`src/rtl/tmult_pkg.sv`:
```
// Shared floating-point definitions: flag bit positions, rounding-mode encodings,
// operand classes and canonical special-value encodings.
package tmult_pkg;

  localparam int FLAG_W       = 5;
  localparam int FLAG_ZERO    = 0;
  localparam int FLAG_INF     = 1;
  localparam int FLAG_NAN     = 2;
  localparam int FLAG_OVF     = 3;
  localparam int FLAG_INEXACT = 4;

  localparam logic RND_RNE = 1'b0;
  localparam logic RND_RTZ = 1'b1;

  typedef enum logic [1:0] {
    CLS_FIN,
    CLS_ZERO,
    CLS_INF,
    CLS_NAN
  } fp_class_e;

  // Quiet NaN with sign 0: exponent all ones, fraction MSB set.
  function automatic logic [63:0] qnan_word(input int exp_w, input int fra_w);
    return (((64'd1 << exp_w) - 64'd1) << fra_w) | (64'd1 << (fra_w - 1));
  endfunction

  // Largest finite magnitude without sign bit.
  function automatic logic [63:0] max_finite_word(input int exp_w, input int fra_w);
    return (((64'd1 << exp_w) - 64'd2) << fra_w) | ((64'd1 << fra_w) - 64'd1);
  endfunction

endpackage

```
`src/rtl/fp_lzc.sv`:
```
// Leading-zero counter; an all-zero input reports WIDTH.
module fp_lzc #(
  parameter int WIDTH = 11
) (
  input  logic [WIDTH-1:0]         value,
  output logic [$clog2(WIDTH+1)-1:0] count
);

  localparam int CW = $clog2(WIDTH + 1);

  always_comb begin
    count = CW'(WIDTH);
    for (int i = 0; i < WIDTH; i++) begin
      if (value[i]) count = CW'(WIDTH - 1 - i);
    end
  end

endmodule

```
`src/rtl/tmult_axis.sv`:
```
// Three-stage pipelined floating-point multiplier with AXI-Stream operand and result ports.
// S1 unpack/multiply, S2 normalize/denormalize, S3 round/pack/flags.
module tmult_axis
  import tmult_pkg::*;
#(
  parameter int EXP = 5,
  parameter int FRA = 10
) (
  input  logic              aclk,
  input  logic              aresetn,
  input  logic [EXP+FRA:0]  s_axis_a_tdata,
  input  logic              s_axis_a_tvalid,
  output logic              s_axis_a_tready,
  input  logic [EXP+FRA:0]  s_axis_b_tdata,
  input  logic              s_axis_b_tvalid,
  output logic              s_axis_b_tready,
  input  logic              rnd_mode,
  output logic [EXP+FRA:0]  m_axis_result_tdata,
  output logic              m_axis_result_tvalid,
  input  logic              m_axis_result_tready,
  output logic [FLAG_W-1:0] flag
);

  localparam int W    = EXP + FRA + 1;
  localparam int MW   = FRA + 1;
  localparam int PW   = 2 * MW;
  localparam int LW   = $clog2(MW + 1);
  localparam int EW   = EXP + $clog2(PW) + 3;
  localparam int BIAS = (1 << (EXP - 1)) - 1;
  localparam int EMAX = (1 << EXP) - 1;

  localparam logic [63:0]  QNAN_64 = qnan_word(EXP, FRA);
  localparam logic [63:0]  MAXF_64 = max_finite_word(EXP, FRA);
  localparam logic [W-1:0] QNAN    = QNAN_64[W-1:0];
  localparam logic [W-2:0] MAXF    = MAXF_64[W-2:0];

  logic en1, en2, en3, s_ready, accept;
  logic v1, v2, v3;

  assign en3     = ~v3 | m_axis_result_tready;
  assign en2     = ~v2 | en3;
  assign en1     = ~v1 | en2;
  assign s_ready = en1 & aresetn;
  assign accept  = s_axis_a_tvalid & s_axis_b_tvalid & s_ready;

  assign s_axis_a_tready      = s_ready;
  assign s_axis_b_tready      = s_ready;
  assign m_axis_result_tvalid = v3;

  // ---------------- S1: unpack, classify, multiply ----------------
  logic           sa, sb;
  logic [EXP-1:0] ea, eb;
  logic [FRA-1:0] fa, fb;
  logic [MW-1:0]  ma, mb;
  logic [LW-1:0]  lza, lzb;
  logic           a_sub, b_sub, a_nan, b_nan, a_inf, b_inf, a_zero, b_zero;
  logic [EW-1:0]  exp_sum_c;
  fp_class_e      cls_c;

  assign {sa, ea, fa} = s_axis_a_tdata;
  assign {sb, eb, fb} = s_axis_b_tdata;
  assign a_sub  = (ea == '0);
  assign b_sub  = (eb == '0);
  assign a_nan  = (&ea) & (|fa);
  assign b_nan  = (&eb) & (|fb);
  assign a_inf  = (&ea) & ~(|fa);
  assign b_inf  = (&eb) & ~(|fb);
  assign a_zero = a_sub & ~(|fa);
  assign b_zero = b_sub & ~(|fb);
  assign ma     = {~a_sub, fa};
  assign mb     = {~b_sub, fb};

  // Subnormals carry exponent 1 with hidden bit 0.
  assign exp_sum_c = EW'(a_sub ? EXP'(1) : ea) + EW'(b_sub ? EXP'(1) : eb) - EW'(BIAS);

  always_comb begin
    if (a_nan | b_nan | (a_inf & b_zero) | (b_inf & a_zero)) cls_c = CLS_NAN;
    else if (a_inf | b_inf)                                 cls_c = CLS_INF;
    else if (a_zero | b_zero)                               cls_c = CLS_ZERO;
    else                                                    cls_c = CLS_FIN;
  end

  fp_lzc #(.WIDTH(MW)) u_lzc_a (.value(ma), .count(lza));
  fp_lzc #(.WIDTH(MW)) u_lzc_b (.value(mb), .count(lzb));

  fp_class_e     cls1;
  logic          sign1, rnd1;
  logic [EW-1:0] exp1;
  logic [PW-1:0] prod1;
  logic [LW:0]   lz1;

  always_ff @(posedge aclk or negedge aresetn) begin
    if (!aresetn) begin
      v1    <= 1'b0;
      cls1  <= CLS_FIN;
      sign1 <= 1'b0;
      rnd1  <= 1'b0;
      exp1  <= '0;
      prod1 <= '0;
      lz1   <= '0;
    end else if (en1) begin
      v1    <= accept;
      cls1  <= cls_c;
      sign1 <= sa ^ sb;
      rnd1  <= rnd_mode;
      exp1  <= exp_sum_c;
      prod1 <= PW'(ma) * PW'(mb);
      lz1   <= (LW+1)'(lza) + (LW+1)'(lzb);
    end
  end

  // ---------------- S2: normalize, denormalize tiny results ----------------
  logic [PW-1:0]   prod_sh, man_n, man_c;
  logic [EW-1:0]   exp_n, exp_c, rsh;
  logic [2*PW-1:0] wide;
  logic            sticky_c;

  always_comb begin
    prod_sh = prod1 << lz1;
    if (prod_sh[PW-1]) begin
      man_n = prod_sh;
      exp_n = exp1 - EW'(lz1) + EW'(1);
    end else begin
      man_n = prod_sh << 1;
      exp_n = exp1 - EW'(lz1);
    end
    // Shifts past the full significand only feed the sticky bit, so cap them.
    rsh = EW'(1) - exp_n;
    if (rsh > EW'(PW + 1)) rsh = EW'(PW + 1);
    wide = {man_n, {PW{1'b0}}} >> rsh;
    if (exp_n[EW-1] || exp_n == '0) begin
      man_c    = wide[2*PW-1:PW];
      sticky_c = |wide[PW-1:0];
      exp_c    = '0;
    end else begin
      man_c    = man_n;
      sticky_c = 1'b0;
      exp_c    = exp_n;
    end
  end

  fp_class_e     cls2;
  logic          sign2, rnd2, sticky2;
  logic [EW-1:0] exp2;
  logic [PW-1:0] man2;

  always_ff @(posedge aclk or negedge aresetn) begin
    if (!aresetn) begin
      v2      <= 1'b0;
      cls2    <= CLS_FIN;
      sign2   <= 1'b0;
      rnd2    <= 1'b0;
      sticky2 <= 1'b0;
      exp2    <= '0;
      man2    <= '0;
    end else if (en2) begin
      v2      <= v1;
      cls2    <= cls1;
      sign2   <= sign1;
      rnd2    <= rnd1;
      sticky2 <= sticky_c;
      exp2    <= exp_c;
      man2    <= man_c;
    end
  end

  // ---------------- S3: round, pack, flags ----------------
  logic [MW-1:0]     keep;
  logic              guard, sticky_all, inc;
  logic [MW:0]       mant_r;
  logic [EW-1:0]     exp_r;
  logic [W-1:0]      data_c;
  logic [FLAG_W-1:0] flag_c;

  always_comb begin
    keep       = man2[PW-1:FRA+1];
    guard      = man2[FRA];
    sticky_all = sticky2 | (|man2[FRA-1:0]);
    inc        = (rnd2 == RND_RNE) & guard & (sticky_all | keep[0]);
    mant_r     = {1'b0, keep} + (MW+1)'(inc);
    // A subnormal that rounds up into the hidden bit becomes the smallest normal.
    if (exp2 == '0) exp_r = EW'(mant_r[FRA]);
    else            exp_r = exp2 + EW'(mant_r[MW]);
    data_c = '0;
    flag_c = '0;
    case (cls2)
      CLS_NAN: begin
        data_c           = QNAN;
        flag_c[FLAG_NAN] = 1'b1;
      end
      CLS_INF: begin
        data_c           = {sign2, {EXP{1'b1}}, {FRA{1'b0}}};
        flag_c[FLAG_INF] = 1'b1;
      end
      CLS_ZERO: begin
        data_c            = {sign2, {(W-1){1'b0}}};
        flag_c[FLAG_ZERO] = 1'b1;
      end
      default: begin
        if (exp_r >= EW'(EMAX)) begin
          flag_c[FLAG_OVF]     = 1'b1;
          flag_c[FLAG_INEXACT] = 1'b1;
          if (rnd2 == RND_RTZ) begin
            data_c = {sign2, MAXF};
          end else begin
            data_c           = {sign2, {EXP{1'b1}}, {FRA{1'b0}}};
            flag_c[FLAG_INF] = 1'b1;
          end
        end else begin
          data_c               = {sign2, exp_r[EXP-1:0], mant_r[FRA-1:0]};
          flag_c[FLAG_INEXACT] = guard | sticky_all;
          flag_c[FLAG_ZERO]    = (exp_r == '0) && (mant_r[FRA-1:0] == '0);
        end
      end
    endcase
  end

  always_ff @(posedge aclk or negedge aresetn) begin
    if (!aresetn) begin
      v3                  <= 1'b0;
      m_axis_result_tdata <= '0;
      flag                <= '0;
    end else if (en3) begin
      v3                  <= v2;
      m_axis_result_tdata <= data_c;
      flag                <= flag_c;
    end
  end

endmodule
```
`config.mk`:
```
export PLATFORM = sky130hd
export DESIGN_NAME = tmult_axis
export DESIGN_NICKNAME = d
export VERILOG_FILES = /design/src/rtl/tmult_pkg.sv /design/src/rtl/fp_lzc.sv /design/src/rtl/tmult_axis.sv
export SDC_FILE = /design/constraint.sdc
export NUM_CORES = 1
export LEC_CHECK = 0
export CAP_MARGIN = 20
export CORE_UTILIZATION = 45
export DETAILED_ROUTE_END_ITERATION = 6
export GPL_TIMING_DRIVEN = 0
export HOLD_SLACK_MARGIN = 0.05
export PLACE_DENSITY_LB_ADDON = 0.25
export SLEW_MARGIN = 20
export SYNTH_ARGS = -nofsm -noshare
export SYNTH_HDL_FRONTEND = slang
export SYNTH_SLANG_ARGS = --single-unit
```
`constraint.sdc`:
```
create_clock -name aclk -period 7.4 [get_ports aclk]
set_input_delay 1.11 -clock aclk [delete_from_list [all_inputs] [get_ports aclk]]
set_output_delay 1.11 -clock aclk [all_outputs]
set_load 0.02 [all_outputs]
```
-- Word level (Yosys, flattened, before mapping)
Cells that the tools add are included.
- memories kept: 0
- logic and storage cells: 129
- output and inout port bits: 24
- input port bits: 38
- latch bits: 0
- ROM bits: 0
- memory bits (writable): 0
- register bits: 108
- multiplexer cells: 46
- magnitude comparators: 2
- divide/modulo/power cells: 0
- bitwise operators: 33
- add/sub/neg operators: 8
- shift operators: 2
- $mul: 1
- equal/unequal tests: 3
- reductions and logical operators: 17
- operator list (cell ; number):
    $mux W4 ; 16
    $mux W13 ; 4
    $pmux W16 S3 ; 1
    $mux W22 ; 2
    $shr A44 B13 Y44 ; 1
    $logic_not A13 Y1 ; 3
    $reduce_or A10 Y1 ; 3
    $mul A11 B11 Y22 ; 1
    $reduce_or A22 Y1 ; 1
    $shl A22 B5 Y22 ; 1
    $mux W15 ; 1
    $mux W2 ; 7
    $add A13 B1 Y13 ; 1
    $add A13 B1 Y13 const B ; 1
    $and A1 B1 Y1 ; 13
    $ge A13 B5 Y1 const B ; 1
    $gt A13 B5 Y1 const B ; 1
    $sub A1 B13 Y13 const A ; 1
    $sub A13 B5 Y13 ; 1
    $add A11 B1 Y12 ; 1
    $mux W11 ; 1
    $or A1 B1 Y1 ; 11
    $logic_not A10 Y1 ; 1
    $logic_not A5 Y1 ; 2
    other kinds (15) ; 36

-- Depth between registers and ports, before layout
- depth after elaboration: 12
- gate-level depth with buffers: 26
- gate-level depth less buffers: 25

-- Hierarchy
A second synthesis with hierarchy kept.
- cells, all modules: 1617
- area total of the unflattened synthesis: 12909.9 sq um
- modules (own cells, without submodules) (module ; times used ; cells each ; area an instance (sq um) ; sequential area each (sq um)):
    tmult_axis ; 1 ; 1583 ; 12689.7 ; 2552.4
    fp_lzc ; 2 ; 17 ; 110.1 ; 0.0

-- Least setup slack after synthesis
OpenSTA, ideal clock, no wires.
- path kind: input port to flip-flop
- start point: input port s_axis_b_tdata[2]
- end point: register prod1[21]
- required time: 7273 ps
- data arrival time: 6409 ps
- path buffers: 1
- slack: 864 ps
- stages on the path: 26
- setup time: 127 ps
- path through: clkbuf_1 -> nand2_1 -> fa_1 -> inv_1 -> ha_1 -> fa_1 -> ha_1 -> inv_1 -> fa_1 -> inv_1 -> ha_1 -> nor2b_1 -> o21ai_0 -> a21boi_0 -> o21ai_0 -> a21boi_0 -> o21ai_0 -> a21boi_0 -> o21ai_0 -> a21boi_0 -> o21ai_0 -> a21boi_0 -> o31a_1 -> o41ai_1 -> mux2i_1 -> nand3_1
- longest elaborated chain between the ends: 1
- ends and longest elaborated chain (element ; RTL line ; text):
    start: declaration ; tmult_axis.sv:14 ; input logic [EXP+FRA:0] s_axis_b_tdata,
    $mul A11 B11 Y22 ; tmult_axis.sv:107 ; prod1 <= PW'(ma) * PW'(mb);
    end signal: assignment ; tmult_axis.sv:107 ;
    end: declaration ; tmult_axis.sv:89 ; logic [PW-1:0] prod1;
No other way between the ends.
A chain may end at the register's enable or synchronous reset.

-- Worst setup path in the final report
- start point: input port s_axis_a_tdata[7]
- end point: register prod1[19]
- longest elaborated chain between the ends: 1
- ends and longest elaborated chain (element ; RTL line ; text):
    start: declaration ; tmult_axis.sv:11 ; input logic [EXP+FRA:0] s_axis_a_tdata,
    $mul A11 B11 Y22 ; tmult_axis.sv:107 ;
No other way between the ends.

==> impl_metrics.json <==
{
  "outcome": "completed",
  "critical-path-top-delay-family": "adder cells",
  "crit_chain": "clkdlybuf4s50_1 > clkbuf_1 > nand2_1 > fa_1 > inv_1 > fa_1 > inv_1 > fa_1 > inv_1 > fa_1 > fa_1 > ha_1 > a21boi_0 > o21ai_1 > a21boi_0 > o21ai_1 > a21boi_0 > o21ai_1 > a21boi_2 > o31a_1 > o21a_1 > nor3_1 > o31ai_1",
  "endpoint_kind": "flip-flop",
  "rows": 61,
  "clkSinkCount": 102,
  "synth_cell_types": 87,
  "rrSetupSlack_ns": 0.42,
  "port_buffers": 61,
  "required_ns": 7.67,
  "drtIter0Drc": 851,
  "drc": 0,
  "post-dp-hpwl_um": 31700,
  "synth_commonest_cells": "nand2_1 (251), nor2_1 (161), inv_1 (115), dfrtp_1 (102), ha_1 (85)",
  "final-setup-viol-count": 0,
  "dr.max_layer_used": "met4",
  "clkTransAtPathRegs_ns": 0.08,
  "place.gp.congestion": 0.993,
  "drv_cap": 0,
  "worst-path-buf-inv": 5,
  "clk_latency_ns": 0.36,
  "area_growth_pct": 11.6,
  "die_area_um2": 28900,
  "arrival_ns": 7.31,
  "fmax_mhz": 142,
  "dpl.cell_count": 2012,
  "synth_edf_count": 0,
  "grt_overflow": 0,
  "cpPeakStageDelay_ns": 0.52,
  "diodes": 0,
  "path_class": "input pin to flip-flop",
  "min_period_ns": 7.04,
  "p_per_area_nw_per_um2": 400,
  "crit_slowest_cell": "clkdlybuf4s50_1",
  "antenna_found_initial": 0,
  "post-cts-setup-buffer-count": 0,
  "routed-wl-met3_um": 2350,
  "leakage_uw": 0.00625,
  "min_path_type": "flip-flop to flip-flop",
  "whs_ns": 0.476,
  "yosys_warnings": 0,
  "grt_max_degree": 64,
  "start_kind": "input pin",
  "hold_buffers": 0,
  "ir_worst_vdd_v": 0.000155,
  "synth_area_leaders": "dfrtp_1 (20%), fa_1 (13%), ha_1 (8.4%)",
  "synth-seq-cells": 102,
  "rr_worst_depth": 22,
  "cts-resized-gates": 10,
  "track_usage": 0.280,
  "crit_top_cell": "fa_1",
  "fp.dieH_um": 170,
  "vias_per_cell": 5.86,
  "fp.dieW_um": 170,
  "slew_headroom": 0.263,
  "synth.most_common_cell": "nand2_1",
  "tns_ns": 0,
  "ant_nets": 0,
  "ioPinCount": 62,
  "fin_crit_sh": 0.951,
  "hold_viol_final": 0,
  "hp-start": "rnd1",
  "syn_avg_cell_area_um2": 8.07,
  "cts_root_buffer": "clkbuf_16",
  "yosys.area.top_type_share": 0.201,
  "skew_ns": 0.00936,
  "dr.pass1.iters": 7,
  "finalWirelength_um": 39100,
  "first_global_vias": 11743,
  "fin_cells": 2026,
  "tightest_slew_ns": 1.10,
  "numCtsBuffers": 9,
  "layout-drive-gt1-share": 0.0607,
  "ys_seq_area_frac": 0.201,
  "layout.nets": 1849,
  "postSynth.asyncResetShare": 1.00,
  "holdPathEnd": "rnd1",
  "start_util": 0.456,
  "slew_violations": 0,
  "cts_buffer_depth": 2,
  "wl_met2_um": 19300,
  "synth_top_area_cell": "dfrtp_1",
  "synth_area_um2": 12700,
  "fillers": 2738,
  "synth_cells": 1572,
  "grt_pass1_wl_um": 62900,
  "rsz0062_at_grt": "no",
  "rr_endpoint": "sticky2",
  "wl_per_cell_um": 19.3,
  "tritoncts": "done",
  "syn_nets": 1778,
  "vias": 11872,
  "coreArea_um2": 27800,
  "met1_length_um": 16000,
  "r2r-start": "lz1[0]",
  "min_delay_path_depth": 2,
  "cp_max_fo": 10,
  "synth-main-ff-cell": "dfrtp_1",
  "htreeDepth": 3
}
where the power goes:
group	total [µW]	switching (µW)	leakage, µW	internal [µW]
Combinational	4190	2550	0.00484	1640
Clock	512	241	0.000148	271
Sequential	953	181	0.00126	771
layout by cell type, fill, tap and decap left out, types with 20 or more instances in the layout:
| cell | n |
|---|---|
| nand2_1 | 251 |
| nor2_1 | 161 |
| inv_1 | 115 |
| dfrtp_1 | 102 |
| ha_1 | 85 |
| fa_1 | 83 |
| a21oi_1 | 77 |
| o21ai_0 | 65 |
| clkbuf_1 | 62 |
| clkdlybuf4s50_1 | 60 |
| and2_1 | 57 |
| nand3_1 | 37 |
| xnor2_1 | 32 |
| nor3_1 | 27 |
| and3_1 | 20 |
| o31ai_1 | 20 |
registers in the layout, indices dropped and copies added, names as in the netlist, 5 cells and up:
register / cells
flag: 5
lz1: 5
man2: 22
exp2: 13
m_axis_result_tdata: 16
exp1: 7
prod1: 22
worst max path at each step:
| stage | start | endpoint | slack, ns | cells after the start |
|---|---|---|---|---|
| finish | s_axis_a_tdata[7] | prod1[19] | 0.36 | 23 |
| global route | s_axis_b_tdata[2] | prod1[21] | 0.008 | 27 |
| CTS | s_axis_b_tdata[2] | prod1[21] | 0.009 | 27 |
| detailed placement | s_axis_a_tdata[3] | prod1[21] | -0.66 | 26 |
| global placement | s_axis_a_tdata[3] | prod1[21] | -0.61 | 26 |
| floorplan | s_axis_b_tdata[2] | prod1[21] | 0.86 | 26 |
cells by family (layout without fill, tap and decap cells):
logic type | count (synthesis) | after routing | synth area share
flops | 102 | 102 | 0.201
buf+inv | 215 | 291 | 0.0672
simple gates | 620 | 620 | 0.221
compound gates | 369 | 369 | 0.203
fa+ha+maj | 169 | 169 | 0.216
mux | 45 | 45 | 0.0550
xor+xnor | 52 | 52 | 0.0365
stage by stage:
step	util	cell area (µm²)	total power [µW]	worst slack (ns)
detailed placement	0.497	13800	5030	-0.658
floorplan	-	12700	3850	0.864
global placement	0.495	13800	5030	-0.606
CTS	0.509	14100	5580	0.00857
finish	0.510	14200	5660	0.365
global route	0.510	14200	6110	0.00777
routing by layer:
metal  vias up  global-route usage
li1       5632                   -
met1      5701               0.339
met4         0               0.102
met5         -                   0
met2       452               0.505
met3        87              0.0363
final cells by class:
cell class,count,area [µm²],area share
tap,378,473,0.0334
sequential,102,2550,0.180
multi-input combinational,1255,9310,0.658
buffer,95,419,0.0296
clock inverter,7,92.6,0.00654
inverter,118,443,0.0313
timing repair buffer,62,639,0.0452
clock buffer,9,225,0.0159
worst min-delay path, cell delays in order (launching register included):
cell     delay, ns
dfrtp_1       0.35
nand2_1       0.05
nand2_1       0.05
No activity file was read; power rests on OpenSTA's default activity.
